==> src/rtl/csa_word_sequencer_pkg.sv <==
// Shared types and constants for the multi-precision add sequencer.
// CSA_SEQ_SUB_EN (optional) adds a subtract request bit.
package csa_seq_pkg;

  localparam int SLICE_W   = 8;
  localparam int WORDS_DEF = 4;

  typedef enum logic [1:0] {
    IDLE = 2'd0,
    RUN  = 2'd1,
    DONE = 2'd2
  } state_t;

endpackage

==> src/rtl/csa_word_sequencer_if.sv <==
// Request/response handshake bundle for csa_word_sequencer.
// CSA_SEQ_SUB_EN adds the sub request bit.
interface csa_word_sequencer_if
  import csa_seq_pkg::*;
#(
  parameter int WORDS = WORDS_DEF
);

  localparam int W = WORDS * SLICE_W;

  logic         req_valid;
  logic         req_ready;
  logic [W-1:0] a_in;
  logic [W-1:0] b_in;
  logic         cin;
`ifdef CSA_SEQ_SUB_EN
  logic         sub;
`endif
  logic         rsp_valid;
  logic         rsp_ready;
  logic [W-1:0] sum_out;
  logic         cout;

`ifdef CSA_SEQ_SUB_EN
  modport master (
    output req_valid, a_in, b_in, cin, sub,
    output rsp_ready,
    input  req_ready, rsp_valid, sum_out, cout
  );
  modport slave (
    input  req_valid, a_in, b_in, cin, sub,
    input  rsp_ready,
    output req_ready, rsp_valid, sum_out, cout
  );
`else
  modport master (
    output req_valid, a_in, b_in, cin,
    output rsp_ready,
    input  req_ready, rsp_valid, sum_out, cout
  );
  modport slave (
    input  req_valid, a_in, b_in, cin,
    input  rsp_ready,
    output req_ready, rsp_valid, sum_out, cout
  );
`endif

endinterface

==> src/rtl/csa_word_sequencer.sv <==
// Byte-serial multi-precision adder driving an external 8-bit slice.
// CSA_SEQ_SUB_EN enables A-B via inverted B and forced carry-in.
module csa_word_sequencer
  import csa_seq_pkg::*;
#(
  parameter int WORDS = WORDS_DEF
) (
  input  logic               clk,
  input  logic               rst,
  csa_word_sequencer_if.slave bus,
  output logic [SLICE_W-1:0] add_a,
  output logic [SLICE_W-1:0] add_b,
  output logic               add_cin,
  input  logic [SLICE_W-1:0] add_sum,
  input  logic               add_cout
);

  localparam int W  = WORDS * SLICE_W;
  localparam int IW = $clog2(WORDS);
  localparam logic [IW-1:0] LAST = IW'(WORDS - 1);

  state_t        state;
  logic [IW-1:0] idx;
  logic [W-1:0]  a_r;
  logic [W-1:0]  b_r;
  logic [W-1:0]  sum_r;
  logic          carry_r;
  logic          cout_r;
  logic          rsp_valid_r;
  logic [W-1:0]  b_cap;
  logic          c_cap;

  // Subtraction is A + ~B + 1, so only the captured operands change
  always_comb begin
    b_cap = bus.b_in;
    c_cap = bus.cin;
`ifdef CSA_SEQ_SUB_EN
    if (bus.sub) begin
      b_cap = ~bus.b_in;
      c_cap = 1'b1;
    end
`endif
  end

  assign bus.req_ready = (state == IDLE);
  assign bus.rsp_valid = rsp_valid_r;
  assign bus.sum_out   = sum_r;
  assign bus.cout      = cout_r;

  assign add_a   = (state == RUN) ? a_r[idx*SLICE_W +: SLICE_W] : '0;
  assign add_b   = (state == RUN) ? b_r[idx*SLICE_W +: SLICE_W] : '0;
  assign add_cin = (state == RUN) ? carry_r : 1'b0;

  always_ff @(posedge clk) begin
    if (rst) begin
      state       <= IDLE;
      idx         <= '0;
      a_r         <= '0;
      b_r         <= '0;
      sum_r       <= '0;
      carry_r     <= 1'b0;
      cout_r      <= 1'b0;
      rsp_valid_r <= 1'b0;
    end else begin
      unique case (state)
        IDLE: begin
          if (bus.req_valid) begin
            a_r     <= bus.a_in;
            b_r     <= b_cap;
            carry_r <= c_cap;
            idx     <= '0;
            sum_r   <= '0;
            state   <= RUN;
          end
        end
        RUN: begin
          sum_r[idx*SLICE_W +: SLICE_W] <= add_sum;
          carry_r <= add_cout;
          if (idx == LAST) begin
            cout_r      <= add_cout;
            idx         <= '0;
            rsp_valid_r <= 1'b1;
            state       <= DONE;
          end else begin
            idx <= idx + IW'(1);
          end
        end
        DONE: begin
          if (bus.rsp_ready) begin
            rsp_valid_r <= 1'b0;
            state       <= IDLE;
          end
        end
        default: state <= IDLE;
      endcase
    end
  end

endmodule

==> src/flat_wrapper.sv <==
// flat-port wrapper written by rule: the top's interface ports become plain ports
module csa_word_sequencer_flat import csa_seq_pkg::*;
#(
  parameter int WORDS = WORDS_DEF
)
  (clk, rst, add_a, add_b, add_cin, add_sum, add_cout, bus_req_valid, bus_a_in, bus_b_in, bus_cin, bus_rsp_ready, bus_req_ready, bus_rsp_valid, bus_sum_out, bus_cout);
  csa_word_sequencer_if #(.WORDS(WORDS)) bus_i ();
  input  logic clk;
  input  logic rst;
  output logic [SLICE_W-1:0] add_a;
  output logic [SLICE_W-1:0] add_b;
  output logic add_cin;
  input  logic [SLICE_W-1:0] add_sum;
  input  logic add_cout;
  input wire logic [$bits(bus_i.req_valid)-1:0] bus_req_valid;
  input wire logic [$bits(bus_i.a_in)-1:0] bus_a_in;
  input wire logic [$bits(bus_i.b_in)-1:0] bus_b_in;
  input wire logic [$bits(bus_i.cin)-1:0] bus_cin;
  input wire logic [$bits(bus_i.rsp_ready)-1:0] bus_rsp_ready;
  output wire logic [$bits(bus_i.req_ready)-1:0] bus_req_ready;
  output wire logic [$bits(bus_i.rsp_valid)-1:0] bus_rsp_valid;
  output wire logic [$bits(bus_i.sum_out)-1:0] bus_sum_out;
  output wire logic [$bits(bus_i.cout)-1:0] bus_cout;
  assign bus_i.req_valid = bus_req_valid;
  assign bus_i.a_in = bus_a_in;
  assign bus_i.b_in = bus_b_in;
  assign bus_i.cin = bus_cin;
  assign bus_i.rsp_ready = bus_rsp_ready;
  assign bus_req_ready = bus_i.req_ready;
  assign bus_rsp_valid = bus_i.rsp_valid;
  assign bus_sum_out = bus_i.sum_out;
  assign bus_cout = bus_i.cout;
  csa_word_sequencer #(.WORDS(WORDS)) u_core (.clk(clk), .rst(rst), .bus(bus_i), .add_a(add_a), .add_b(add_b), .add_cin(add_cin), .add_sum(add_sum), .add_cout(add_cout));
endmodule
==> config.mk <==
export PLATFORM = sky130hd
export DESIGN_NAME = csa_word_sequencer_flat
export DESIGN_NICKNAME = d
export VERILOG_FILES = /design/src/rtl/csa_word_sequencer_pkg.sv /design/src/rtl/csa_word_sequencer_if.sv /design/src/rtl/csa_word_sequencer.sv /design/src/flat_wrapper.sv
export SDC_FILE = /design/constraint.sdc
export NUM_CORES = 1
export LEC_CHECK = 0
export CAP_MARGIN = 20
export CORE_UTILIZATION = 35
export CTS_CLUSTER_DIAMETER = 200
export DETAILED_ROUTE_END_ITERATION = 10
export SLEW_MARGIN = 25
export SYNTH_ARGS = -nofsm -noshare
export SYNTH_HDL_FRONTEND = slang
export SYNTH_SLANG_ARGS = --single-unit
==> constraint.sdc <==
create_clock -name clk -period 2.65 [get_ports clk]
set_input_delay 0.6625 -clock clk [delete_from_list [all_inputs] [get_ports clk]]
set_output_delay 0.6625 -clock clk [all_outputs]
set_load 0.1 [all_outputs]
* Word-level counts from Yosys, hierarchy flattened
Index checks and enable logic that the tools add are counted.
** Storage, ports and cells
- Bits in latches :: 0
- Memory bits (writable) :: 0
- Word-level logic and storage cells :: 46
- ROM bits :: 0
- Register bits :: 103
- Memories :: 0
- Output and inout bits :: 52
** Operators by class
- Shifts and indexed selects :: 4
- Order comparisons :: 0
- Div/mod/pow operators :: 0
- Equality and inequality tests :: 6
- Bitwise logic cells :: 0
- Reductions and logical operators :: 8
- Add/subtract/negate cells :: 2
- Mux-type cells :: 18
- $mul :: 0
** Operators by type and width (count)
- $pmux W32 S2 :: 1
- $shiftx A32 B6 Y8 :: 2
- $neg A5 Y34 :: 1
- $shift A8 B34 Y32 const A :: 1
- $shiftx A8 B34 Y32 :: 1
- $bwmux W32 :: 1
- $mux W32 :: 1
- $mux W8 :: 2
- $mux W2 :: 5
- $ne A2 B2 Y1 const B :: 3
- $pmux W2 S3 :: 1
- $reduce_and A2 Y1 :: 3
- $reduce_and A3 Y1 :: 2
- $eq A2 B2 Y1 const B :: 2
- $mux W1 :: 4
- $pmux W1 S2 :: 2
- $pmux W2 S2 :: 1
- $reduce_bool A2 Y1 :: 2
- $add A2 B1 Y2 const B :: 1
- $eq A2 B1 Y1 const B :: 1
- $logic_not A2 Y1 :: 1

* Longest topological paths before layout
- Word-level depth :: 4
- Depth in mapped cells :: 8
- Gate-level depth less buffers :: 5

* Worst setup path after synthesis
OpenSTA, ideal clock, no wires.
- Path type :: register to output
- From :: register u_core.state[1]
- To :: output add_cin
- Path slack :: 85 ps
- Arrival time :: 1903 ps
- Required time :: 1987 ps
- Cell stages (with the launch flop) :: 4
- Path through :: dfxtp_1 -> buf_6 -> nand2b_1 -> nor2_1
** Between the ends
- Word-level cells in the longest chain between the ends :: 2
** Ends and longest elaborated chain
- from (decl) :: line csa_word_sequencer.sv:22 : state_t state;
- from (signal assigned) :: line csa_word_sequencer.sv:56 : state <= IDLE;
- from (signal assigned) :: line csa_word_sequencer.sv:73 : state <= RUN;
- from (signal assigned) :: line csa_word_sequencer.sv:83 : state <= DONE;
- $eq A2 B1 Y1 :: line csa_word_sequencer.sv:52 : assign add_cin = (state == RUN) ? carry_r : 1'b0;
- $mux W1 :: line csa_word_sequencer.sv:52
- to (decl) :: line flat_wrapper.sv:12 : output logic add_cin;
No other way between the ends.

* Worst setup path in the final report
- From :: register u_core.idx[0]
- To :: output add_a[2]
** Between the ends
- Word-level cells in the longest chain between the ends :: 2
** Ends and longest elaborated chain
- from (decl) :: line csa_word_sequencer.sv:23 : logic [IW-1:0] idx;
- from (signal assigned) :: line csa_word_sequencer.sv:85 : idx <= idx + IW'(1);
- $shiftx A32 B6 Y8 :: line csa_word_sequencer.sv:50 : assign add_a = (state == RUN) ? a_r[idx*SLICE_W +: SLICE_W] : '0;
- $mux W8 :: line csa_word_sequencer.sv:50
- to (decl) :: line flat_wrapper.sv:10 : output logic [SLICE_W-1:0] add_a;
No other way between the ends.

==> impl_metrics.csv <==
group,metric,value,unit
run_status,status,"complete, no violations",
setup_path,end_kind,"output port",
yosys,ys_seq_area_frac,0.4749,
timing,setup_tns,0,ns
placement,placed_cells,736,
routing,wl_per_cell,14.59,um
setup_path,crit_fanout,13,
placement,dpl.hpwl,7.887,mm
timing,fin_crit,2.517,ns
cts,clk_latency,0.34,ns
global_routing,grt_pass1_vias,3623,
yosys,avgSynthCellArea,9.398,sq um
yosys,synth_flop_cell,"dfxtp_1",
yosys,yosys_warnings,0,
yosys,synth_seq_cells,103,
routing,drc_errors,0,
die,start_util,0.3600,
setup_path,cp.required,1.99,ns
timing,setup_viol,0,
placement,numPortBuffers,129,
cts,cts.clk_slew.worst_paths,0.07,ns
timing,hold_slack,0.4517,ns
routing,ant_nets,0,
global_routing,grt.total_usage,0.1748,
cts,cts_buffers,9,
routing,vias,3614,
cells_and_area,syn2layout_area_growth,40.55,%
timing,drv_slew,0,
die,die_h,113.4,um
cts,cts_resized,0,
die,design.core.area,12060,sq um
yosys,yosys.area_share.simple,0.1931,
timing,worst_pin_slew,0.7909,ns
yosys,synthAdderAreaFrac,0.01729,
global_routing,grt_max_degree,67,
timing,setup_ws,0.1333,ns
setup_path,crit_path_start_kind,"flip-flop",
cells_and_area,fin_area,6102,sq um
yosys,synthArstFlopShare,0,
global_routing,grt_pass1_wl,17.74,mm
global_routing,antenna_found_initial,0,
routing,drt_pass1_iterations,6,
routing,viasPerCell,4.806,
routing,wirelength,10.97,mm
yosys,syn_area,4342,sq um
timing,rsz0062_at_grt,"false",
timing,slew_headroom,0.4727,
placement,dp_slack,0.4001,ns
cells_and_area,fin_nets,663,
die,die_x,113.4,um
timing,min_period_over_period,0.9497,
cts,holdBufCountCts,0,
timing,finClkSkew,0.009984,ns
yosys,synth-compound-area-share,0.1648,
die,core.rowCount,40,
cts,htreeDepth,3,
die,io_pins,130,
placement,postPlaceCellArea,5812,sq um
cts,ctsRootBufferMaster,"clkbuf_16",
job,max-cap-violations,0,
placement,globalplace.congestion,0.7673,
cts,postCtsSetupBuffers,0,
yosys,syn-num-nets,546,
cells_and_area,drive_above_1_share,0.1832,
yosys,syn_inst,462,
setup_path,crit_type,"flip-flop to output port",
timing,max_freq,0.3974,GHz
yosys,synth_top_family_by_area,"simple AND/OR/NAND/NOR gates",
min_path,hp-class,"flip-flop to flip-flop",
global_routing,gr-total-overflow,0,
yosys,synth.distinct_cells,36,
yosys,muxShareOfSynthArea,0.09741,
yosys,yosys.area_share.xor_xnor,0,
cts,clkSinkCount,103,
cts,clockBufferDepth,2,
cts,cts_tree,"done",
pwr,cellPowerDensity,579.6,nW/um^2
setup_path,cp_data_arrival_time,1.85,ns
yosys,synth_edf_count,0,
pwr,leakagePower,2.329,nW
die,dieArea,12850,sq um
pwr,vdd_drop_max,0.2846,mV
timing,hold_viol,0,
cells_and_area,final_cells,752,
cells_and_area,n_antenna_cell,0,
routing,drtIter0Drc,272,
-- layer usage --
metal / up-vias / GRT usage / part of all wire
met5: - / 0 / 0
met4: 0 / 0.06053 / 0.016
met3: 15 / 0.03560 / 0.040
met2: 107 / 0.2838 / 0.47
met1: 1675 / 0.2321 / 0.47
li1: 1817 / - / -
-- cell usage after synthesis (3+ instances only) --
master	count	share of area
ha_1	6	0.017
nor2_1	5	0.0043
a22o_1	16	0.032
clkbuf_1	11	0.0095
buf_6	8	0.021
inv_1	5	0.0043
mux4_2	16	0.083
a21oi_4	3	0.011
o2bb2ai_1	16	0.032
dfxtp_1	103	0.47
nor2b_1	9	0.013
and2_1	16	0.023
nand3_1	3	0.0035
nand2b_1	11	0.016
buf_2	13	0.015
a21oi_1	69	0.080
nand2_1	131	0.11
-- worst paths after layout --
kind,from,to,slack [ns],cells past startpoint
max,u_core.idx[0]$_SDFFE_PP0P_,add_a[2],0.13,4
min,u_core.b_r[1]$_SDFFE_PP0P_,u_core.b_r[1]$_SDFFE_PP0P_,0.45,2
max reg2reg,u_core.idx[0]$_SDFFE_PP0P_,u_core.bus.sum_out[25]$_SDFFE_PP0P_,0.74,6
min reg2reg,u_core.b_r[1]$_SDFFE_PP0P_,u_core.b_r[1]$_SDFFE_PP0P_,0.45,2
-- power by group --
group | switching [W] | leakage [nW] | internal (W) | total (W)
Sequential | 0.0000337 | 0.841 | 0.00162 | 0.00165
Clock | 0.000600 | 0.145 | 0.000678 | 0.00128
Combinational | 0.000341 | 1.34 | 0.000267 | 0.000608
Total | 0.000974 | 2.33 | 0.00256 | 0.00354
-- critical path: stages (launching register included) --
cell	delay (ns)
dfxtp_1	0.34
buf_4	0.26
mux4_2	0.53
and2_1	0.21
buf_12	0.18
-- cell type report --
cell class,instances,area [sq um]
multi-input cells,320,2057
clock inverters,6,51.30
clock buffers,10,239.0
flip-flops and latches,103,2062
fillers,1145,5959
well taps,168,210.2
repair buffers,140,1464
inverters,5,18.77
-- flip-flops by register name, summed over array words and instances (netlist names) --
register	cells
u_core.bus.cout	1
u_core.bus.sum_out	32
u_core.b_r	32
u_core.a_r	32
u_core.idx	2
u_core.bus.rsp_valid	1
u_core.state	2
u_core.carry_r	1
-- cells in the final DEF, fill, tap and decap left out, types with 3 or more instances in the layout --
master and n:
a21oi_4 3, buf_12 18, nor2_1 5, nand2_1 131, o2bb2ai_1 16, a21oi_1 69, nand2b_1 11, a22o_1 16
mux4_2 16, clkbuf_16 9, ha_1 6, buf_4 45, nor2b_1 9, nand3_1 3, dfxtp_1 103, inv_1 5
and2_1 16, clkdlybuf4s50_1 76
-- logic make-up after synthesis --
logic type,count (synthesis)
simple gates,184
fa+ha+maj,6
flops,103
compound gates,109
mux,21
buf+inv,39
-- through the flow --
stage                 util  power (W)
floorplan                -   0.002067
global placement    0.4818   0.002289
detailed placement  0.4818   0.002299
CTS                 0.5059   0.003580
global route        0.5059   0.003697
finish              0.5059   0.003537
(Power assumes the default switching activity.)
